**config.mk**
```make
export PLATFORM = sky130hd
export DESIGN_NAME = frame_config_loader
export DESIGN_NICKNAME = d
export VERILOG_FILES = /design/src/rtl/frame_config_loader_pkg.sv /design/src/rtl/frame_parity_acc.sv /design/src/rtl/frame_config_loader.sv
export SDC_FILE = /design/constraint.sdc
export NUM_CORES = 1
export LEC_CHECK = 0
export ABC_AREA = 1
export CAP_MARGIN = 40
export CELL_PAD_IN_SITES_DETAIL_PLACEMENT = 0
export CELL_PAD_IN_SITES_GLOBAL_PLACEMENT = 2
export CORE_MARGIN = 2
export CORE_UTILIZATION = 27
export CTS_BUF_LIST = sky130_fd_sc_hd__clkbuf_8
export CTS_CLUSTER_DIAMETER = 60
export DETAILED_ROUTE_END_ITERATION = 8
export GPL_ROUTABILITY_DRIVEN = 1
export HOLD_SLACK_MARGIN = 0.08
export MAX_ROUTING_LAYER = met4
export PLACE_DENSITY = 0.81
export SLEW_MARGIN = 20
export SYNTH_ARGS = -nofsm -noshare
export SYNTH_HDL_FRONTEND = slang
export SYNTH_SLANG_ARGS = --single-unit
```
**constraint.sdc**
```tcl
create_clock -name CLK -period 2.17 [get_ports CLK]
set_input_delay 0.434 -clock CLK [delete_from_list [all_inputs] [get_ports CLK]]
set_output_delay 0.434 -clock CLK [all_outputs]
set_load 0.01 [all_outputs]
```
**src/rtl/frame_config_loader_pkg.sv**
```systemverilog
// rtl/frame_config_loader_pkg.sv - shared types and header field positions for the frame config loader
package frame_config_loader_pkg;

    localparam int CFG_WORD_W  = 32;
    localparam int HDR_IDX_LSB = 0;
    localparam int HDR_IDX_MSB = 7;
    localparam int HDR_PAR_BIT = 31;

    typedef enum logic [1:0] {
        IDLE,
        LOAD,
        DISCARD,
        STROBE
    } state_t;

endpackage

```
**src/rtl/frame_parity_acc.sv**
```systemverilog
// rtl/frame_parity_acc.sv - clear/accumulate XOR reducer over config data words
module frame_parity_acc
    import frame_config_loader_pkg::*;
(
    input  logic                  clk,
    input  logic                  rst,
    input  logic                  clear,
    input  logic                  en,
    input  logic [CFG_WORD_W-1:0] data,
    output logic                  parity,
    output logic                  parity_next
);

    // parity_next already folds in the word on the bus, so the final word can be judged on its own transfer
    assign parity_next = parity ^ (^data);

    always_ff @(posedge clk) begin
        if (rst || clear) begin
            parity <= 1'b0;
        end else if (en) begin
            parity <= parity_next;
        end
    end

endmodule

```
**src/rtl/frame_config_loader.sv**
```systemverilog
// rtl/frame_config_loader.sv - sequences header+data config frames into one column; FRAME_CONFIG_LOADER_PARITY_EN adds frame parity checking
module frame_config_loader
    import frame_config_loader_pkg::*;
#(
    parameter int NumRows         = 4,
    parameter int FrameBitsPerRow = 32,
    parameter int MaxFramesPerCol = 20
) (
    input  logic                                CLK,
    input  logic                                RST,
    input  logic [CFG_WORD_W-1:0]               cfg_data,
    input  logic                                cfg_valid,
    output logic                                cfg_ready,
    output logic [NumRows*FrameBitsPerRow-1:0]  FrameData,
    output logic [MaxFramesPerCol-1:0]          FrameStrobe,
    output logic                                busy,
    output logic                                err_idx,
    output logic                                err_par,
    output logic [15:0]                         frames_done
);

    localparam int CntW = (NumRows > 1) ? $clog2(NumRows) : 1;
    localparam int IdxW = HDR_IDX_MSB - HDR_IDX_LSB + 1;

    state_t          state;
    state_t          state_next;
    logic [CntW-1:0] cnt;
    logic [IdxW-1:0] idx_q;
    logic [IdxW-1:0] hdr_idx;
    logic            xfer;
    logic            hdr_ok;
    logic            last_word;
    logic            par_ok;

    assign hdr_idx   = cfg_data[HDR_IDX_MSB:HDR_IDX_LSB];
    assign hdr_ok    = int'(hdr_idx) < MaxFramesPerCol;
    assign last_word = (cnt == CntW'(NumRows - 1));
    assign cfg_ready = (state != STROBE);
    assign xfer      = cfg_valid && cfg_ready;
    assign busy      = (state != IDLE);

`ifdef FRAME_CONFIG_LOADER_PARITY_EN
    logic par_bit_q;
    logic par_acc;
    logic par_next;

    frame_parity_acc u_parity (
        .clk         (CLK),
        .rst         (RST),
        .clear       (state == IDLE && xfer),
        .en          (state == LOAD && xfer),
        .data        (cfg_data),
        .parity      (par_acc),
        .parity_next (par_next)
    );

    // even parity: header bit must equal the XOR of every data bit in the frame
    assign par_ok = (par_bit_q == par_next);
`else
    assign par_ok  = 1'b1;
    assign err_par = 1'b0;
`endif

    always_ff @(posedge CLK) begin
        if (RST) begin
            state <= IDLE;
        end else begin
            state <= state_next;
        end
    end

    always_comb begin
        state_next = state;
        case (state)
            IDLE:    if (xfer) state_next = hdr_ok ? LOAD : DISCARD;
            LOAD:    if (xfer && last_word) state_next = par_ok ? STROBE : IDLE;
            DISCARD: if (xfer && last_word) state_next = IDLE;
            STROBE:  state_next = IDLE;
            default: state_next = IDLE;
        endcase
    end

    always_ff @(posedge CLK) begin
        if (RST) begin
            cnt         <= '0;
            idx_q       <= '0;
            FrameData   <= '0;
            FrameStrobe <= '0;
            err_idx     <= 1'b0;
            frames_done <= '0;
`ifdef FRAME_CONFIG_LOADER_PARITY_EN
            par_bit_q   <= 1'b0;
            err_par     <= 1'b0;
`endif
        end else begin
            FrameStrobe <= '0;
            case (state)
                IDLE: begin
                    if (xfer) begin
                        cnt <= '0;
                        if (hdr_ok) begin
                            idx_q <= hdr_idx;
                        end else begin
                            err_idx <= 1'b1;
                        end
`ifdef FRAME_CONFIG_LOADER_PARITY_EN
                        par_bit_q <= cfg_data[HDR_PAR_BIT];
`endif
                    end
                end
                LOAD: begin
                    if (xfer) begin
                        FrameData[cnt*FrameBitsPerRow +: FrameBitsPerRow] <= cfg_data;
                        cnt <= cnt + 1'b1;
                        // strobe is registered here so it is high for exactly the STROBE cycle
                        if (last_word) begin
                            if (par_ok) begin
                                FrameStrobe <= {{(MaxFramesPerCol-1){1'b0}}, 1'b1} << idx_q;
                                frames_done <= frames_done + 16'd1;
                            end
`ifdef FRAME_CONFIG_LOADER_PARITY_EN
                            else begin
                                err_par <= 1'b1;
                            end
`endif
                        end
                    end
                end
                DISCARD: begin
                    if (xfer) begin
                        cnt <= cnt + 1'b1;
                    end
                end
                default: ;
            endcase
        end
    end

endmodule

```
-- Word level (Yosys, flattened, before mapping)
Cells that the tools add are included.
- bits in registers: 177
- input port bits: 35
- output and inout port bits: 168
- word-level logic and storage cells: 49
- add/subtract/negate cells: 3
- $lt $le $gt $ge: 1
- equal/unequal tests: 9
- shifts and indexed selects: 3
- muxes and demuxes: 9
- bitwise gates (word level): 4
- reductions and logical operators: 13
- operators by type and width (operator ; count):
    $bwmux W128 ; 1
    $shift A32 B34 Y128 const A ; 1
    $shiftx A32 B34 Y128 ; 1
    $neg A7 Y34 ; 1
    $shl A1 B8 Y20 const A ; 1
    $add A16 B1 Y16 const B ; 1
    $reduce_and A3 Y1 ; 5
    $mux W2 ; 6
    $lt A8 B5 Y1 const B ; 1
    $ne A2 B2 Y1 const B ; 4
    $pmux W2 S4 ; 1
    $eq A2 B2 Y1 const B ; 3
    $not A1 Y1 ; 4
    $pmux W2 S2 ; 1
    $reduce_bool A2 Y1 ; 2
    $reduce_or A4 Y1 ; 1
    $add A2 B1 Y2 const B ; 1
    $eq A2 B1 Y1 const B ; 1
    $logic_and A1 B1 Y1 ; 2
    $logic_not A2 Y1 ; 1
    $ne A2 B1 Y1 const B ; 1
    $reduce_and A2 Y1 ; 1
    $reduce_or A2 Y1 ; 1

-- Depth between registers and ports, before layout
Gate-level depths: netlist of run 1.
- depth in word-level cells: 5
- mapped depth: 9
- gate-level depth less buffers: 9

-- Worst setup path after synthesis of run 1
Ideal clock, no wire load.
- path type: reg-to-reg
- start: reg cnt[0]
- end: reg FrameData[54]
- library setup time: 0.132 ns
- arrival: 1.514 ns
- required time: 2.038 ns
- setup slack: 0.523 ns
- cell stages (with the launch flop): 10
- path buffers: 1
- period minus slack after synthesis: 1.647 ns
- path through: dfxtp_1 -> inv_1 -> ha_1 -> inv_1 -> nor2_1 -> inv_1 -> clkbuf_1 -> nor2_1 -> nand3_1 -> a21oi_1
- cells in the longest elaborated chain, start to end: 3
- elaborated cells on any way between the ends: 4
- those cells by class: add/sub (1); shift (2); mux (1)
- ends and longest elaborated chain (element ; RTL line ; text):
    start, declared ; frame_config_loader.sv:27 ; logic [CntW-1:0] cnt;
    start signal, assigned ; frame_config_loader.sv:114 ; cnt <= cnt + 1'b1;
    start signal, assigned ; frame_config_loader.sv:131 ; cnt <= cnt + 1'b1;
    $neg A7 Y34 (*) ; frame_config_loader.sv:113 ; FrameData[cnt*FrameBitsPerRow +: FrameBitsPerRow] <= cfg_data;
    $shiftx A32 B34 Y128 or $shift A32 B34 Y128 (tied branches) ; frame_config_loader.sv:113 ;
    $bwmux W128 (*) ; frame_config_loader.sv:113 ;
    end signal, assigned by index ; frame_config_loader.sv:113 ;
    end, declared ; frame_config_loader.sv:14 ; output logic [NumRows*FrameBitsPerRow-1:0] FrameData,
Mark *: on every way between the ends. The rest lies on a longest branch, timed or not.
A chain may end at the register's enable or synchronous reset.

-- Worst setup path in the final report of run 1
- start: reg frames_done[2]
- end: out frames_done[2]
- RTL lines (element ; RTL line ; text):
    start, declared ; frame_config_loader.sv:19 ; output logic [15:0] frames_done
    start signal, assigned ; frame_config_loader.sv:119 ; frames_done <= frames_done + 16'd1;
No word-level cell between the ends.

==> summary.txt, run 1 <==
Yosys
  – Asr flop ratio synth: 0%
  – Synth top cells by count: 177 x dfxtp_1, 173 x nand2_1, 123 x nor2_1, 84 x o21ai_0, 80 x nand3_1
  – Sequential-to-total area share from yosys stat: 51.0%
  – Number of synthesized register bits: 177
  – Warnings from Yosys: 0
  – Dominant cell type by area after synthesis: dfxtp_1
  – Mean area per synthesized cell: 7.55 um^2
  – Share of the synthesized area in the top cell type: 51.0%
  – Mapped Cells: 919
  – Most frequent cell after synthesis: dfxtp_1
  – Post-synth EDFFs: 0
  – Yosys cell types: 29
  – Main synth FF type: dfxtp_1
  – Area contributors post-synth: dfxtp_1 51%, nand2_1 9.4%, nor2_1 6.6%
  – Synthesized area: 6940 um^2
  – Post-Syn Nets: 965

Clock network
  – Htree depth: 4
  – CTS sink count: 177
  – Clock Latency Late Sink: 0.47 ns
  – Post-CTS setup buffers: 0
  – CTS tree: yes
  – Hold Buf Count CTS: 0
  – Clock buffer depth: 2
  – Post-cts sizing count: 4
  – CTS root buf: clkbuf_8
  – Clk slew on worst S/H paths: 0.11 ns
  – Total CTS buffers: 17

Detailed routing
  – DRT Pass-1 Iters: 5
  – Post-DR wirelength/cell: 16.0 um
  – Vias: 6,609
  – DRC: 0
  – Post-route ant nets: 0
  – Vias per cell: 4.52
  – WL final: 23,400 um
  – Initial DRC count: 293

Floorplan
  – Die width: 164 um
  – Std-Cell Core Area: 25,200 um^2
  – Chip height: 164 um
  – Row Count: 58
  – I/O pin total: 203
  – Die area: 27,000 um^2
  – Starting Density: 27.6%

Timing
  – Max frequency: 504 MHz
  – Setup_tns: 0 ns
  – Hold Fails Final Rpt: 0
  – Slew Limit Fails: 0
  – Clk_skew: 0.0197 ns
  – Final setup fails: 0
  – Min Clock Period, post-route: 1.98 ns
  – Tcrit/Tclk final: 91.3%
  – RSZ-0062 raised after global routing: no

Finish
  – Fill cells: 2,677
  – Final Core Density: 39.3%
  – Share of cells above drive strength 1: 7.43%
  – Post-Layout Cell Count: 1,461
  – Net count reported at finish: 1,164
  – Design area: 9900 um^2
  – N_diodes: 0
  – Area Growth Syn to Fin: 42.7%

Critical path
  – Slowest stage delay, CP: 0.61 ns
  – Crit path kind: register to primary output
  – Critical path depth: 1
  – Worst-path maximum fanout: 7
  – Worst Path Required: 1.74 ns
  – Crit. End Element: primary output
  – Startpoint types: register
  – Family with the most delay on the worst path: buffers and inverters
  – Slowest cell on the critical path: clkdlybuf4s50_1
  – RR Startpoint: cnt[0]$_SDFFE_PP0P_
  – R2R depth: 9
  – Crit-path cells: clkdlybuf4s50_1
  – Arrival time worst endpoint: 1.55 ns
  – WP buf/inv: 1
  – Worst setup path startpoint: frames_done[2]$_SDFFE_PP0P_

Place
  – Final HPWL DP: 16,600 um
  – Placed cell count: 1,429
  – Port Buffer Count: 201
  – Area after DPL: 9480 um^2
  – Final GP Congestion: 0.786

Min path
  – Worst hold start: RST
  – Classification of the worst-slack hold path: input pin to register
  – Hold path cells: 2

Global route
  – Largest net degree at the start of global routing: 88
  – Initial antenna violation count: 0
  – Number of global-route vias before repair: 6,447
  – Grt ovf: 0
  – First-pass GRT wire length: 36,300 um
  – Total track usage: 18.0%

Power and ir drop
  – Pwr/cell area: 779 nW/um^2
  – Worst vdd ir: 0.323 mV
  – Leakage: 3.50 nW

Run
  – Maxcap violations: 0

Run status
  – Status: finished clean
state kept, by name, indices dropped and copies added, names as in the netlist:
register	flops
FrameData	128
FrameStrobe	20
frames_done	16
idx_q	8
cnt	2
state	2
err_idx	1
power breakdown:
group,internal (W),switching [W]
logic,0.000624,0.00109
clock network,0.00117,0.00135
registers,0.00338,0.0000890
total,0.00518,0.00254
metal layers:
| metal | track usage, % | wire (um) | part of all wire, % | vias up |
|---|---|---|---|---|
| met1 | 23.2 | 10900 | 46 | 3026 |
| met4 | 3.87 | 182 | 0.78 | 0 |
| li1 | - | - | - | 3387 |
| met3 | 5.51 | 1680 | 7.2 | 13 |
| met5 | - | 0 | 0 | - |
| met2 | 28.0 | 10700 | 46 | 183 |
logic make-up (layout without fill, tap and decap cells):
| logic type | count (synthesis) | count (layout) | share of synthesized area (%) |
|---|---|---|---|
| other | 1 | 1 | 0.0540 |
| xor gates and xnor gates | 1 | 1 | 0.126 |
| and+or+nand+nor | 410 | 410 | 25.6 |
| buffers and inverters | 132 | 344 | 7.64 |
| DFF | 177 | 177 | 51.0 |
| AOI/OAI and AO/OA | 187 | 187 | 13.6 |
| adders and majority gates | 11 | 11 | 1.98 |
per-stage QoR:
step	power [W]	setup slack [ns]	hold slack (ns)
after floorplan	0.00447	0.523	0.418
after global placement	0.00530	0.107	0.428
after detailed placement	0.00529	0.0772	0.430
after CTS	0.00784	0.137	0.294
after global routing	0.00814	0.104	0.303
final	0.00772	0.188	0.316
layout make-up:
cell class / instances / area, um^2 / area share [%]
well taps: 330 / 413 / 4.17
flip-flops and latches: 177 / 3550 / 35.8
repair buffers: 237 / 2360 / 23.9
clock inverters: 15 / 194 / 1.96
multi-input cells: 610 / 2870 / 29.0
inverters: 75 / 282 / 2.84
clock buffers: 17 / 234 / 2.36
final timing paths:
kind	to	slack [ns]
setup reg to reg	FrameData[35]$_SDFFE_PP0P_	0.30
hold / removal	FrameData[48]$_SDFFE_PP0P_	0.32
setup / recovery	frames_done[2]	0.19
hold reg to reg	idx_q[5]$_SDFFE_PP0P_	0.44
placed cells by master (no fill, tap or decap), drive strengths merged:
cell type / n
nor3b: 1
buf: 37
inv: 82
ha: 11
conb: 1
nand3: 81
nor3: 5
xnor2: 1
a21oi: 79
nand2: 175
nand4: 21
clkbuf: 17
bufinv: 3
nor2: 126
dlygate4sd2: 2
clkinv: 1
or2: 1
o21ai: 107
clkdlybuf4s50: 198
o211a: 1
clkinvlp: 4
dfxtp: 177
Power figures use the tool's default switching activity.
==> run 2, diff against run 1 <==
--- a/config.mk
+++ b/config.mk
@@ -9,6 +9,7 @@
 export CAP_MARGIN = 40
 export CELL_PAD_IN_SITES_DETAIL_PLACEMENT = 0
 export CELL_PAD_IN_SITES_GLOBAL_PLACEMENT = 2
+export CORE_ASPECT_RATIO = 0.7
 export CORE_MARGIN = 2
 export CORE_UTILIZATION = 27
 export CTS_BUF_LIST = sky130_fd_sc_hd__clkbuf_8
==> summary.txt, run 2 (synthesis results as in run 1) <==
Finish
  – Largest register FFs: 128 (unchanged)
  – Biggest register: FrameData
  – Top flop regs: FrameData: 128 flops, FrameStrobe: 20 flops, frames_done: 16 flops
  – Post-Layout Cell Count: 1,457 (-0.27%)
  – Net count reported at finish: 1,160 (-0.34%)
  – Commonest non-fill, non-tap cell in the layout: clkdlybuf4s50_1
  – Area Growth Syn to Fin: 40.6%
  – Fill cells: 2,719 (+1.6%)
  – Commonest cells after routing, fill and taps aside: 198 x clkdlybuf4s50_1, 176 x dfxtp_1, 173 x nand2_1, 123 x nor2_1, 84 x o21ai_0
  – Reg area: 3540 um^2 (about the same)
  – N_diodes: 0 (unchanged)
  – Share of cells above drive strength 1: 6.75% (-0.68 points)
  – Multi-input gate area: 2870 um^2 (about the same)

Power and ir drop
  – Switch Pwr: 0.00248 W (-2.4%)
  – Total chip power: 0.00740 W (-4.0%)
  – Comb pwr share: 23.7% (+1.4 points)
  – Leakage: 3.44 nW (-1.8%)
  – Sw Share: 33.4% (+0.57 points)
  – P_int: 0.00493 W (-4.8%)
  – Worst vdd ir: 0.413 mV (+28%)
  – Sequential power share: 46.9% (+1.9 points)
  – Pwr/cell area: 759 nW/um^2 (-2.6%)
  – Clock power frac: 29.4% (-3.3 points)

Place
  – Final GP Congestion: 0.788 (+0.34%)
  – Placed cell count: 1,426 (-0.21%)
  – Final HPWL DP: 16,700 um (+0.59%)
  – Port Buffer Count: 201 (unchanged)

Critical path
  – Worst path most repeated cell: inv_1
  – Arrival time worst endpoint: 1.55 ns (about the same)
  – Worst-path maximum fanout: 4 (-3)
  – Slowest cell on the critical path: dfxtp_1
  – Slowest stage delay, CP: 0.39 ns (-0.22 ns)
  – Crit path kind: register to primary output
  – Startpoint types: register
  – Crit-path cells: inv_1 > ha_1 > inv_1 > dlygate4sd2_1
  – Crit. End Element: primary output
  – Worst Path Required: 1.74 ns (about the same)

Timing
  – Hold Fails Final Rpt: 0 (unchanged)
  – Setup_tns: 0 ns (unchanged)
  – Min Clock Period, post-route: 1.98 ns (-0.00000300 ns)
  – Slew Limit Fails: 0 (unchanged)
  – Final setup fails: 0 (unchanged)
  – Tcrit/Tclk final: 91.3% (about the same)
  – Rel. slew slack: 58.3%
  – Max frequency: 504 MHz (about the same)
  – RSZ-0062 raised after global routing: no
  – Worst slack on hold paths: 0.259 ns (-0.0579 ns)
  – Least-Margin Pin Slew: 0.626 ns
  – Clk_skew: 0.0153 ns (-0.00441 ns)

Detailed routing
  – DRT Pass-1 Iters: 5 (unchanged)
  – Post-route ant nets: 0 (unchanged)
  – WL final: 23,700 um (+1.4%)
  – Vias per cell: 4.47 (-1.2%)
  – Vias: 6,513 (-1.5%)
  – Post-DR wirelength/cell: 16.3 um (+1.7%)
  – DRC: 0 (unchanged)
  – Initial DRC count: 291 (-0.68%)

Global route
  – Total track usage: 18.3% (+0.26 points)
  – Number of global-route vias before repair: 6,265 (-2.8%)
  – Grt ovf: 0 (unchanged)
  – First-pass GRT wire length: 36,800 um (+1.5%)
  – Largest net degree at the start of global routing: 54 (-39%)
  – Initial antenna violation count: 0 (unchanged)

Min path
  – Classification of the worst-slack hold path: input pin to register

Clock network
  – Post-CTS setup buffers: 0 (unchanged)
  – CTS sink count: 177 (unchanged)
  – Clock buffer depth: 2 (unchanged)
  – Total CTS buffers: 17 (unchanged)
  – CTS tree: yes
  – Clk slew on worst S/H paths: 0.09 ns (-0.02 ns)
  – CTS root buf: clkbuf_8
  – Htree depth: 4 (unchanged)
  – Clock Latency Late Sink: 0.47 ns (about the same)

Run
  – Maxcap violations: 0 (unchanged)

Floorplan
  – Chip height: 138 um (-16%)
  – Die width: 196 um (+19%)
  – Die area: 27,000 um^2 (about the same)
  – Starting Density: 27.2% (-0.35 points)
  – Std-Cell Core Area: 25,500 um^2 (+1.3%)
  – Row Count: 49 (-16%)
  – I/O pin total: 203 (unchanged)

Run status
  – Status: finished clean
[run 2: changes by cell type in the layout (fill, tap and decap cells not counted), moves of 2 or more]
cell and change:
inv_6 -4, bufinv_16 -2, clkinv_4 +5, inv_8 -3, buf_12 -4
[run 2: layer usage]
metal	track usage [%]	vias up	share of wire, %
li1	-	3368	-
met1	26.4	2993	53
met2	24.8	147	40
met3	6.42	5	6.7
met4	2.51	0	0.45
met5	-	-	0
[run 2: critical path: cells and delay by family (launching register included)]
kind       cells  cell delay [ns]
buf+inv        3             0.48
flops          1             0.39
fa+ha+maj      1             0.22
[run 2: area by class of cell]
cell class	instances	area share, %
timing repair buffer	233	23.4
clock buffer	18	2.54
clock inverter	13	1.21
multi-input combinational	610	29.4
inverter	75	2.88
tap	331	4.24
sequential	177	36.3
[run 2: per-stage QoR]
step / util (%) / worst slack, ns / area (um^2)
after floorplan: - / 0.523 / 6940
after CTS: 38.3 / 0.147 / 9760
after global placement: 36.8 / 0.108 / 9400
after detailed placement: 36.8 / 0.0568 / 9400
after global routing: 38.3 / 0.00598 / 9760
final: 38.3 / 0.188 / 9760
[run 2: power by group through the flow]
stage / registers, W / logic (W) / clock network (W)
final: 0.00347 / 0.00175 / 0.00218
after global routing: 0.00349 / 0.00195 / 0.00240
after CTS: 0.00347 / 0.00178 / 0.00227
after detailed placement: 0.00355 / 0.00178 / 0
after global placement: 0.00355 / 0.00178 / 0
after floorplan: 0.00357 / 0.000898 / 0
[run 2: final timing paths]
kind                                            start                    endpoint  slack, ns  cells past startpoint
worst max-delay path            state[0]$_SDFFE_PP0P_                        busy       0.19                      4
worst max register to register    cnt[0]$_SDFFE_PP0P_  FrameData[95]$_SDFFE_PP0P_       0.34                      9
worst min register to register  idx_q[5]$_SDFFE_PP0P_       idx_q[5]$_SDFFE_PP0P_       0.45                      2
worst min-delay path                              RST       idx_q[5]$_SDFFE_PP0P_       0.26                      2
[run 2: repair_timing]
action                     in CTS  in global routing
hold buffers                    0                  0
cloned                          0                  0
gates resized for setup         2                  1
setup endpoints to repair       2                  2
